File: src/rtl/cache_pkg.sv
// Shared types for the memory-stage data cache controller.
package cache_pkg;

  typedef enum logic [2:0] {
    W_LW  = 3'b000,
    W_LH  = 3'b001,
    W_LB  = 3'b010,
    W_LHU = 3'b101,
    W_LBU = 3'b110
  } width_t;

  typedef enum logic [1:0] {
    IDLE,
    RD,
    WR,
    DONE
  } state_t;

endpackage

File: src/rtl/cache_ctrl_load_ext.sv
// Right-aligned load extraction: sign/zero extension of the low byte or halfword.
module load_ext
  import cache_pkg::*;
(
  input  logic [31:0] data,
  input  logic [2:0]  width,
  output logic [31:0] result
);

  width_t w;

  assign w = width_t'(width);

  always_comb begin
    result = data;
    case (w)
      W_LB:    result = {{24{data[7]}}, data[7:0]};
      W_LBU:   result = {24'h000000, data[7:0]};
      W_LH:    result = {{16{data[15]}}, data[15:0]};
      W_LHU:   result = {16'h0000, data[15:0]};
      default: result = data;
    endcase
  end

endmodule

File: src/rtl/cache_ctrl.sv
// Miss/store sequencer for the direct-mapped write-through data cache:
// zero-cycle hits, stalled req/ready memory transactions, refill/update/invalidate strobes.
module cache_ctrl
  import cache_pkg::*;
#(
  parameter int unsigned CNT_WIDTH = 32
) (
  input  logic                 clk,
  input  logic                 rst,
  input  logic                 cpu_re,
  input  logic                 cpu_we,
  input  logic [31:0]          cpu_addr,
  input  logic [2:0]           cpu_width,
  input  logic [31:0]          cpu_wdata,
  input  logic                 cache_hit,
  input  logic [31:0]          cache_rdata,
  output logic [31:0]          cpu_rdata,
  output logic                 stall,
  output logic                 mem_req,
  output logic                 mem_we,
  output logic [31:0]          mem_addr,
  output logic [31:0]          mem_wdata,
  output logic [2:0]           mem_width,
  input  logic [31:0]          mem_rdata,
  input  logic                 mem_ready,
  output logic                 fill_en,
  output logic [31:0]          fill_data,
  output logic                 upd_en,
  output logic                 inv_en,
  output logic [CNT_WIDTH-1:0] hit_count,
  output logic [CNT_WIDTH-1:0] miss_count
);

  state_t      state;
  logic [2:0]  ld_width;
  logic        op_load;
  logic [31:0] rbuf;

  logic        aligned;
  logic        req_aligned;
  logic        load_req;
  logic        load_hit;
  logic        go_mem;
  logic        in_xfer;
  logic        xfer_done;
  logic [31:0] hit_data;
  logic [31:0] buf_data;

  assign aligned     = (cpu_addr[1:0] == 2'b00);
  assign req_aligned = (mem_addr[1:0] == 2'b00);
  assign load_req    = cpu_re && !cpu_we;
  assign load_hit    = (state == IDLE) && load_req && aligned && cache_hit;
  assign go_mem      = (state == IDLE) && (cpu_we || (cpu_re && !(aligned && cache_hit)));
  assign in_xfer     = (state == RD) || (state == WR);
  // rst gates every combinational strobe so an abandoned transaction leaves no trace.
  assign xfer_done   = !rst && in_xfer && mem_ready;

  load_ext u_hit_ext (
    .data   (cache_rdata),
    .width  (cpu_width),
    .result (hit_data)
  );

  load_ext u_buf_ext (
    .data   (rbuf),
    .width  (ld_width),
    .result (buf_data)
  );

  always_comb begin
    cpu_rdata = '0;
    if (!rst) begin
      if (load_hit)
        cpu_rdata = hit_data;
      else if (state == DONE && op_load)
        cpu_rdata = buf_data;
    end
  end

  assign stall     = !rst && (go_mem || in_xfer);
  assign mem_req   = in_xfer;
  assign mem_we    = (state == WR);
  assign fill_en   = xfer_done && (state == RD) && req_aligned;
  assign fill_data = fill_en ? mem_rdata : '0;
  assign upd_en    = xfer_done && (state == WR) && req_aligned;
  assign inv_en    = xfer_done && (state == WR) && !req_aligned;

  always_ff @(posedge clk) begin
    if (rst) begin
      state      <= IDLE;
      ld_width   <= '0;
      op_load    <= 1'b0;
      rbuf       <= '0;
      mem_addr   <= '0;
      mem_wdata  <= '0;
      mem_width  <= '0;
      hit_count  <= '0;
      miss_count <= '0;
    end else begin
      case (state)
        IDLE: begin
          if (cpu_we) begin
            state     <= WR;
            op_load   <= 1'b0;
            mem_addr  <= cpu_addr;
            mem_wdata <= cpu_wdata;
            mem_width <= cpu_width;
          end else if (cpu_re) begin
            if (aligned && cache_hit) begin
              if (hit_count != '1)
                hit_count <= hit_count + CNT_WIDTH'(1);
            end else begin
              state     <= RD;
              op_load   <= 1'b1;
              ld_width  <= cpu_width;
              mem_addr  <= cpu_addr;
              // Aligned misses refill the whole word; unaligned ones fetch just the datum.
              mem_width <= aligned ? 3'b000 : cpu_width;
            end
          end
        end
        RD: begin
          if (mem_ready) begin
            rbuf  <= mem_rdata;
            state <= DONE;
            if (miss_count != '1)
              miss_count <= miss_count + CNT_WIDTH'(1);
          end
        end
        WR: begin
          if (mem_ready)
            state <= DONE;
        end
        DONE: state <= IDLE;
        default: state <= IDLE;
      endcase
    end
  end

endmodule

File: config.mk
export PLATFORM = sky130hd
export DESIGN_NAME = cache_ctrl
export DESIGN_NICKNAME = d
export VERILOG_FILES = /design/src/rtl/cache_pkg.sv /design/src/rtl/cache_ctrl_load_ext.sv /design/src/rtl/cache_ctrl.sv
export SDC_FILE = /design/constraint.sdc
export NUM_CORES = 1
export LEC_CHECK = 0
export ABC_CLOCK_PERIOD_IN_PS = 4900
export CORE_AREA = 3 3 128 130
export DETAILED_ROUTE_END_ITERATION = 8
export DIE_AREA = 0 0 131 133
export DONT_BUFFER_PORTS = 1
export PLACE_DENSITY = 0.7
export SLEW_MARGIN = 20
export SYNTH_ARGS = -nofsm -noshare
export SYNTH_HDL_FRONTEND = slang
export SYNTH_SLANG_ARGS = --single-unit
File: constraint.sdc
create_clock -name clk -period 4.9 [get_ports clk]
set_clock_uncertainty 0.05 [all_clocks]
set_input_delay 0.98 -clock clk [delete_from_list [all_inputs] [get_ports clk]]
set_output_delay 0.98 -clock clk [all_outputs]
set_load 0.03 [all_outputs]
# [Word-level counts from Yosys, hierarchy flattened]
# Index checks and enable logic that the tools add are counted.
[totals] out_inout_bits=201 ff_bits=169 word_cells=86 inputBits=137
[classes] mux=21 n_reduce_logical=35 n_bitwise=2 addsub=2 n_eq_ne=17
[ops] op="$pmux W32 S4" count=2
[ops] op="$mux W32" count=7
[ops] op="$add A32 B1 Y32 const B" count=2
[ops] op="$ne A32 B32 Y1 const B" count=2
[ops] op="$logic_and A1 B1 Y1" count=16
[ops] op="$eq A3 B3 Y1 const B" count=4
[ops] op="$mux W3" count=4
[ops] op="$reduce_and A3 Y1" count=3
[ops] op="$mux W2" count=4
[ops] op="$eq A3 B1 Y1 const B" count=2
[ops] op="$eq A3 B2 Y1 const B" count=2
[ops] op="$logic_not A2 Y1" count=3
[ops] op="$ne A3 B3 Y1 const B" count=2
[ops] op="$pmux W2 S3" count=1
[ops] op="$reduce_and A5 Y1" count=1
[ops] op="$eq A2 B2 Y1 const B" count=2
[ops] op="$logic_not A1 Y1" count=4
[ops] op="$reduce_and A2 Y1" count=2
[ops] op="$reduce_and A4 Y1" count=1
[ops] op="$logic_or A1 B1 Y1" count=3
[ops] op="$mux W1" count=3
[ops] op="$eq A2 B1 Y1 const B" count=1
[ops] op="$ne A2 B1 Y1 const B" count=1
[ops] op="$ne A2 B2 Y1 const B" count=1
[ops] op="3 further kinds" count=4

# [Depth between registers and ports, before layout]
# Gate-level depths: netlist of the first run.
[depth] ltp_word=8 ltp_mapped=9 ltp_nobuf=7

# [Cells and area by module]
# From an unflattened synthesis of the first run, not the netlist that was laid out.
[unflattened] cells_unflattened=1159 area_unflattened_um2=8486.9
[modules_own_cells] module="cache_ctrl" n_inst=1 seq_area_each_um2=3383.2 area_each_um2=7713.6 cells_per_inst=1029
[modules_own_cells] module="load_ext" n_inst=2 seq_area_each_um2=0.0 area_each_um2=386.6 cells_per_inst=65

# [Worst setup path after synthesis of the first run]
# Ideal clock, no wire load.
[synth_timing] path_type="input to output" start="in cpu_addr[0]" end="out cpu_rdata[21]" slack_ns=0.923 t_arrival_ns=2.947 path_buffers=3 cell_stages=8 t_required_ns=3.870 cell_sequence="or3b_1 > buf_2 > or2_1 > buf_6 > a21oi_1 > clkbuf_1 > o21ai_0 > a21oi_1"
[synth_via] elab_chain_len=5
[synth_rtl] element="from (decl)" line_no="cache_ctrl.sv:12" source="input logic [31:0] cpu_addr,"
[synth_rtl] element="$logic_not A2 Y1" line_no="cache_ctrl.sv:49" source="assign aligned = (cpu_addr[1:0] == 2'b00);"
[synth_rtl] element="$logic_and A1 B1 Y1 (2 in series)" line_no="cache_ctrl.sv:52" source="assign load_hit = (state == IDLE) && load_req && aligned && cache_hit;"
[synth_rtl] element="$mux W32" line_no="cache_ctrl.sv:73" source="if (load_hit)"
[synth_rtl] element="$mux W32" line_no="cache_ctrl.sv:72" source="if (!rst) begin"
[synth_rtl] element="to (decl)" line_no="cache_ctrl.sv:17" source="output logic [31:0] cpu_rdata,"
# No other way between the ends.

# [Final worst setup path of the first run]
[layout_timing] start="reg state[0]" end="out cpu_rdata[24]"
[layout_via] elab_chain_len=6 word_cells_on_any_way=9 classes_between="1 x eq/ne; 3 x mux; 5 x reduce/logical"
[layout_rtl] element="from (decl)" line_no="cache_ctrl.sv:34" source="state_t state;"
[layout_rtl] element="from (signal assigned)" line_no="cache_ctrl.sv:90" source="state <= IDLE;"
[layout_rtl] element="from (signal assigned)" line_no="cache_ctrl.sv:103" source="state <= WR;"
[layout_rtl] element="from (signal assigned)" line_no="cache_ctrl.sv:113" source="state <= RD;"
[layout_rtl] element="$logic_not A2 Y1" line_no="cache_ctrl.sv:52"
[layout_rtl] element="$logic_and A1 B1 Y1 (3 in series)" line_no="cache_ctrl.sv:52"
[layout_rtl] element="$mux W32 (*)" line_no="cache_ctrl.sv:73"
[layout_rtl] element="$mux W32 (*)" line_no="cache_ctrl.sv:72"
# Mark *: on every way between the ends. The rest lies on a longest branch, timed or not.

==> results of run 1 <==
-- worst max-delay path by stage --
stage / slack, ps / end
2_1_floorplan: 920 / cpu_rdata[21]
5_1_grt: 820 / cpu_rdata[26]
6_report: 1050 / cpu_rdata[24]
4_1_cts: 1060 / cpu_rdata[24]
3_3_place_gp: 1110 / cpu_rdata[24]
3_5_place_dp: 1100 / cpu_rdata[17]
-- layout make-up --
class	instances	share of cell area
timing repair buffer	75	0.06169
tap	211	0.02892
sequential	169	0.3707
clock buffer	18	0.04812
clock inverter	14	0.01741
inverter	18	0.007402
multi-input combinational	823	0.4658
-- registers in the layout, summed over array words and instances, names as in the netlist --
name,flops
ld_width,3
op_load,1
hit_count,32
mem_addr,32
rbuf,32
miss_count,32
mem_wdata,32
mem_width,3
state,2
-- report_power, final --
part,internal [mW],switching (mW)
logic,0.241,0.582
registers,1.53,0.337
clock network,0.780,0.592
-- critical path: cells and delay by family, from the launching register on --
family / cells / cell delay [ps]
simple gates: 2 / 410
fa+ha+maj: 1 / 290
flops: 1 / 400
compound gates: 3 / 800
buf+inv: 3 / 500
-- placed cells by master, fill, tap and decap left out, types with 2 or more instances in the layout --
| cell | count |
|---|---|
| a21oi_1 | 186 |
| a31oi_1 | 2 |
| and2_1 | 3 |
| and3_1 | 6 |
| and4_1 | 6 |
| buf_4 | 75 |
| bufinv_16 | 2 |
| clkbuf_16 | 17 |
| clkinv_2 | 3 |
| dfxtp_1 | 169 |
| ha_1 | 11 |
| inv_1 | 18 |
| inv_6 | 6 |
| inv_8 | 2 |
| mux2_2 | 10 |
| mux2i_1 | 6 |
| nand2_1 | 255 |
| nand3_1 | 36 |
| nand3b_1 | 2 |
| nand4_1 | 16 |
| nor2_1 | 81 |
| nor2b_1 | 10 |
| nor3_1 | 17 |
| nor4_1 | 16 |
| nor4b_2 | 2 |
| o2111ai_1 | 2 |
| o211a_1 | 2 |
| o211ai_1 | 2 |
| o21a_1 | 3 |
| o21ai_0 | 56 |
| o31a_1 | 2 |
| o31ai_1 | 15 |
| or2_1 | 2 |
| or2_2 | 5 |
| or3_1 | 30 |
| or4_1 | 15 |
| xnor2_1 | 4 |
| xor2_1 | 3 |
-- stage by stage --
| step | cell area (µm²) | cells | setup slack [ps] | total power [mW] | util |
|---|---|---|---|---|---|
| floorplan | 7964 | 1080 | 922.7 | 2.523 | - |
| global placement | 8528 | 1296 | 1106 | 2.712 | 0.5589 |
| detailed placement | 8528 | 1296 | 1097 | 2.725 | 0.5589 |
| CTS | 9126 | 1328 | 1060 | 4.087 | 0.5981 |
| global route | 9128 | 1328 | 819.8 | 4.265 | 0.5982 |
| finish | 9128 | 1328 | 1049 | 4.063 | 0.5982 |
-- metal layers --
metal | up-vias | global-route usage | wire [µm]
met5 | - | 0 | 0
met2 | 290 | 0.4371 | 11980
met1 | 3644 | 0.3059 | 9352
met3 | 31 | 0.08801 | 2056
met4 | 0 | 0.07657 | 441
li1 | 3803 | - | -
-- kinds of logic after synthesis --
kind of cell	count (synthesis)	synth area share
flip-flops	169	0.4248
adder cells (fa/ha/maj)	11	0.01728
XOR/XNOR	7	0.007699
AO/OA/AOI/OAI	279	0.1888
AND/OR/NAND/NOR	510	0.2969
buffers and inverters	88	0.04273
multiplexers	16	0.02168
==> flow_metrics.py, run 1 <==
metrics = {
    "die": {
        "start_util": 0.5219,
        "boundaryPins": 338,
        "fp-row-count": 45,
        "chipHeight_um": 133,
        "coreArea_um2": 15260,
        "die-area_um2": 17420,
        "die-width_um": 131,
    },
    "setup_path": {
        "crit_path_top_delay_cell": "o211a_1",
        "crit_chain": "inv_1, ha_1, nand3b_1, or2_1, buf_4, o211a_1, o21ai_0, a21oi_1, buf_4",
        "crit_arrival_ps": 2820,
        "crit_required_ps": 3870,
        "cpMostUsedCell": "buf_4",
        "slowest_delay_ps": 430,
        "end_kind": "primary output",
        "r2r_slack_ps": 2040,
        "critical_path_class": "reg2out",
        "cp-start-kind": "flip-flop",
        "cp-startpoint": "state[0]",
        "rr_startpoint": "hit_count[7]",
        "crit_fanout": 18,
        "r2r-end": "hit_count[3]",
        "rr_worst_depth": 6,
    },
    "cts": {
        "cts_buffers": 17,
        "cts_buffer_depth": 2,
        "cts_max_level": 4,
        "cts_tree": "yes",
        "worstSkewPairLatency_ps": 420,
        "cts_root_buf": "clkbuf_16",
        "path_clk_slew_ps": 70,
        "cts_resized": 0,
        "clock-sinks": 169,
        "cts_setup_buffers": 0,
        "cts_hold_buf": 0,
    },
    "synth": {
        "syn_area_um2": 7964,
        "synth-seq-cells": 169,
        "synth.largest_area_cell": "dfxtp_1",
        "yosys.area.top_type_share": 0.4248,
        "synth_fp_nets": 1228,
        "synth_sequential_area_ratio": 0.4248,
        "synth_edf_count": 0,
        "synth_ff_type": "dfxtp_1",
        "netlist_instances": 1080,
        "synth_most_common_cell": "nand2_1",
        "synthArstFlopShare": 0,
        "synth_cell_types": 52,
        "syn_area_per_cell_um2": 7.374,
        "yosysWarnings": 0,
        "synth_common_cells": "nand2_1 (255), a21oi_1 (186), dfxtp_1 (169)",
        "synth_area_leaders": "dfxtp_1 (42%), nand2_1 (12%), a21oi_1 (12%), nor2_1 (3.8%), o21ai_0 (3.5%)",
    },
    "grt": {
        "grt_pass1_vias": 7044,
        "grt_pass1_wl_um": 36180,
        "grt_usage": 0.2580,
        "grt-ovfl-total": 0,
        "grt_max_degree": 209,
        "antenna_found_initial": 0,
    },
    "timing": {
        "period_share": 0.7860,
        "slew_headroom": 0.3139,
        "setup_viol_count_final": 0,
        "min_period_ps": 3851,
        "setup_tns_ps": 0,
        "holdWs_ps": 405.6,
        "tightest_slew_ps": 1027,
        "finalHoldViolations": 0,
        "fmax_mhz": 259.6,
        "rsz0062_at_grt": "no",
        "slew_viol_final": 0,
    },
    "placed_design": {
        "gp_congestion": 0.8323,
        "portBuffers": 0,
        "dp_hpwl_um": 17130,
    },
    "hold_path": {
        "worst_hold_path_type": "reg2reg",
        "hold_start": "rbuf[16]",
        "hold_depth": 2,
        "whs_endpoint": "rbuf[16]",
    },
    "drt": {
        "dr.first_iter.drc_count": 473,
        "vias": 7768,
        "routed_wl_um": 23830,
        "drt_first_pass_iters": 5,
        "drtAntennaViolNets": 0,
        "viasPerCell": 5.849,
        "drc": 0,
        "wire_per_inst_um": 17.95,
    },
    "pwr": {
        "p_per_area_nw_per_um2": 445.2,
        "vdd_drop_max_mv": 0.2834,
        "p_leak_nw": 3.163,
    },
    "final_layout": {
        "ff_latch_area_um2": 3383,
        "n_antenna_cell": 0,
        "multiInputGateArea_um2": 4252,
        "syn2layout_area_growth_pct": 14.61,
        "fillers": 1446,
        "layout-drive-gt1-share": 0.1164,
        "nets": 1252,
    },
    "run_status": {
        "outcome": "complete, no violations",
    },
    "flow_run": {
        "drv_cap": 0,
    },
}
(Power assumes the default switching activity.)
==> run 2, diff against run 1 <==
--- a/config.mk
+++ b/config.mk
@@ -5,7 +5,7 @@
 export SDC_FILE = /design/constraint.sdc
 export NUM_CORES = 1
 export LEC_CHECK = 0
-export ABC_CLOCK_PERIOD_IN_PS = 4900
+export ABC_CLOCK_PERIOD_IN_PS = 3900
 export CORE_AREA = 3 3 128 130
 export DETAILED_ROUTE_END_ITERATION = 8
 export DIE_AREA = 0 0 131 133
==> constraint.sdc (replaced) <==
create_clock -name clk -period 3.9 [get_ports clk]
set_clock_uncertainty 0.05 [all_clocks]
set_input_delay 0.78 -clock clk [delete_from_list [all_inputs] [get_ports clk]]
set_output_delay 0.78 -clock clk [all_outputs]
set_load 0.03 [all_outputs]
==> flow_metrics.py, run 2 (synthesis gave the netlist of run 1 again) <==
metrics = {
    "final_layout": {
        "n_antenna_cell": 0,
        "layout-drive-gt1-share": 0.1197,
        "final_cell_mix": "nand2_1 (254), a21oi_1 (186), dfxtp_1 (169), nor2_1 (81), buf_4 (77)",
        "syn2layout_area_growth_pct": 14.55,
        "final_common_cell": "nand2_1",
        "nets": 1254,
        "fillers": 1406,
    },
    "timing": {
        "setup_tns_ps": 0,
        "finalHoldViolations": 0,
        "slew_viol_final": 0,
        "min_period_ps": 3628,
        "setup_slack_ps": 272.3,
        "tightest_slew_ps": 1049,
        "fmax_mhz": 275.7,
        "period_share": 0.9302,
        "setup_viol_count_final": 0,
        "rsz0062_at_grt": "no",
        "slew_headroom": 0.2947,
    },
    "setup_path": {
        "crit_path_top_delay_cell": "o211a_2",
        "critical_path_class": "reg2out",
        "crit_required_ps": 3070,
        "rr_worst_depth": 7,
        "end_kind": "primary output",
        "cp-start-kind": "flip-flop",
        "path_buf_inv": 2,
        "crit_fanout": 16,
        "r2r_slack_ps": 1040,
        "crit_chain": "inv_1, ha_1, nand3b_1, or2_1, o211a_2, o21ai_0, a21oi_1, buf_4",
        "slowest_delay_ps": 420,
        "rr_startpoint": "state[0]",
        "crit_arrival_ps": 2800,
        "r2r-end": "hit_count[21]",
        "crit_family": "compound AO/OA/AOI/OAI gates",
    },
    "drt": {
        "drc": 0,
        "wire_per_inst_um": 17.90,
        "viasPerCell": 5.795,
        "vias": 7707,
        "dr.first_iter.drc_count": 499,
        "drtAntennaViolNets": 0,
        "drt_first_pass_iters": 5,
        "routed_wl_um": 23810,
    },
    "grt": {
        "grt_pass1_vias": 6977,
        "grt-ovfl-total": 0,
        "grt_max_degree": 209,
        "grt_pass1_wl_um": 36550,
        "grt_usage": 0.2620,
        "antenna_found_initial": 0,
    },
    "cts": {
        "cts_setup_buffers": 0,
        "cts_max_level": 4,
        "path_clk_slew_ps": 70,
        "cts_root_buf": "clkbuf_16",
        "cts_tree": "yes",
        "cts_buffer_depth": 2,
        "worstSkewPairLatency_ps": 430,
        "cts_buffers": 17,
        "cts_hold_buf": 0,
        "clock-sinks": 169,
    },
    "pwr": {
        "vdd_drop_max_mv": 0.4091,
        "p_per_area_nw_per_um2": 552.6,
        "totalPowerFinal_mw": 5.041,
        "p_leak_nw": 3.146,
    },
    "hold_path": {
        "whs_endpoint": "hit_count[18]",
        "hold_depth": 1,
        "hold_start": "rst",
        "worst_hold_path_type": "in2reg",
    },
    "placed_design": {
        "gp_congestion": 0.8588,
        "portBuffers": 0,
        "dp_hpwl_um": 17290,
        "post-place-ws_ps": 486.1,
    },
    "die": {
        "start_util": 0.5219,
        "coreArea_um2": 15260,
        "die-width_um": 131,
        "fp-row-count": 45,
        "boundaryPins": 338,
        "die-area_um2": 17420,
        "chipHeight_um": 133,
    },
    "flow_run": {
        "drv_cap": 0,
    },
    "run_status": {
        "outcome": "complete, no violations",
    },
}
[run 2: changes by cell type in the layout (fill, tap and decap cells not counted), moves of 2 or more]
cell        previous run  this run
bufinv_16              2         0
clkinv_2               3         1
inv_6                  6         3
inv_8                  2         7
buf_4                 75        77
clkinvlp_4             0         2
[run 2: worst max path at each step]
stage / slack [ps] / endpoint / startpoint / depth (start not counted)
floorplan: 320 / cpu_rdata[21] / cpu_addr[0] / 8
global placement: 560 / cpu_rdata[28] / cpu_addr[0] / 7
detailed placement: 490 / cpu_rdata[20] / cpu_addr[0] / 7
CTS: 220 / cpu_rdata[30] / state[0] / 8
global route: 20 / cpu_rdata[30] / state[0] / 8
finish: 270 / cpu_rdata[20] / state[0] / 8
[run 2: metal layers]
metal | wire length (µm) | track usage | vias up
met4 | 675 | 0.1046 | 0
met2 | 11680 | 0.4255 | 296
met5 | 0 | 0 | -
met1 | 9450 | 0.3203 | 3552
met3 | 2002 | 0.08115 | 41
li1 | - | - | 3818
[run 2: per-stage QoR]
step	instance area (µm²)	hold slack, ps	util	std cells
floorplan	7964	383.2	-	1080
global placement	8543	387.8	0.5599	1298
detailed placement	8543	393.4	0.5599	1298
CTS	9119	361.4	0.5976	1330
global route	9123	350.1	0.5979	1330
finish	9123	367.1	0.5979	1330
[run 2: cell type report]
type / count / area [µm²] / area share
Clock buffer: 17 / 425.4 / 0.04663
Clock inverter: 15 / 150.1 / 0.01646
Inverter: 18 / 67.56 / 0.007406
Multi-Input combinational cell: 823 / 4254 / 0.4663
Sequential cell: 169 / 3383 / 0.3709
Tap cell: 211 / 264.0 / 0.02894
Timing Repair Buffer: 77 / 578.1 / 0.06337
[run 2: timing repair]
action | 4_1_cts | 5_1_grt
endpoints found under the setup margin | 0 | 4
gates resized for setup | 0 | 1
endpoints found under the hold margin | 0 | 0
[run 2: where the power goes]
| group | leakage, nW | switching, mW | internal (mW) |
|---|---|---|---|
| clock | 0.281 | 0.794 | 0.856 |
| combinational | 1.49 | 0.734 | 0.310 |
| sequential | 1.37 | 0.425 | 1.92 |
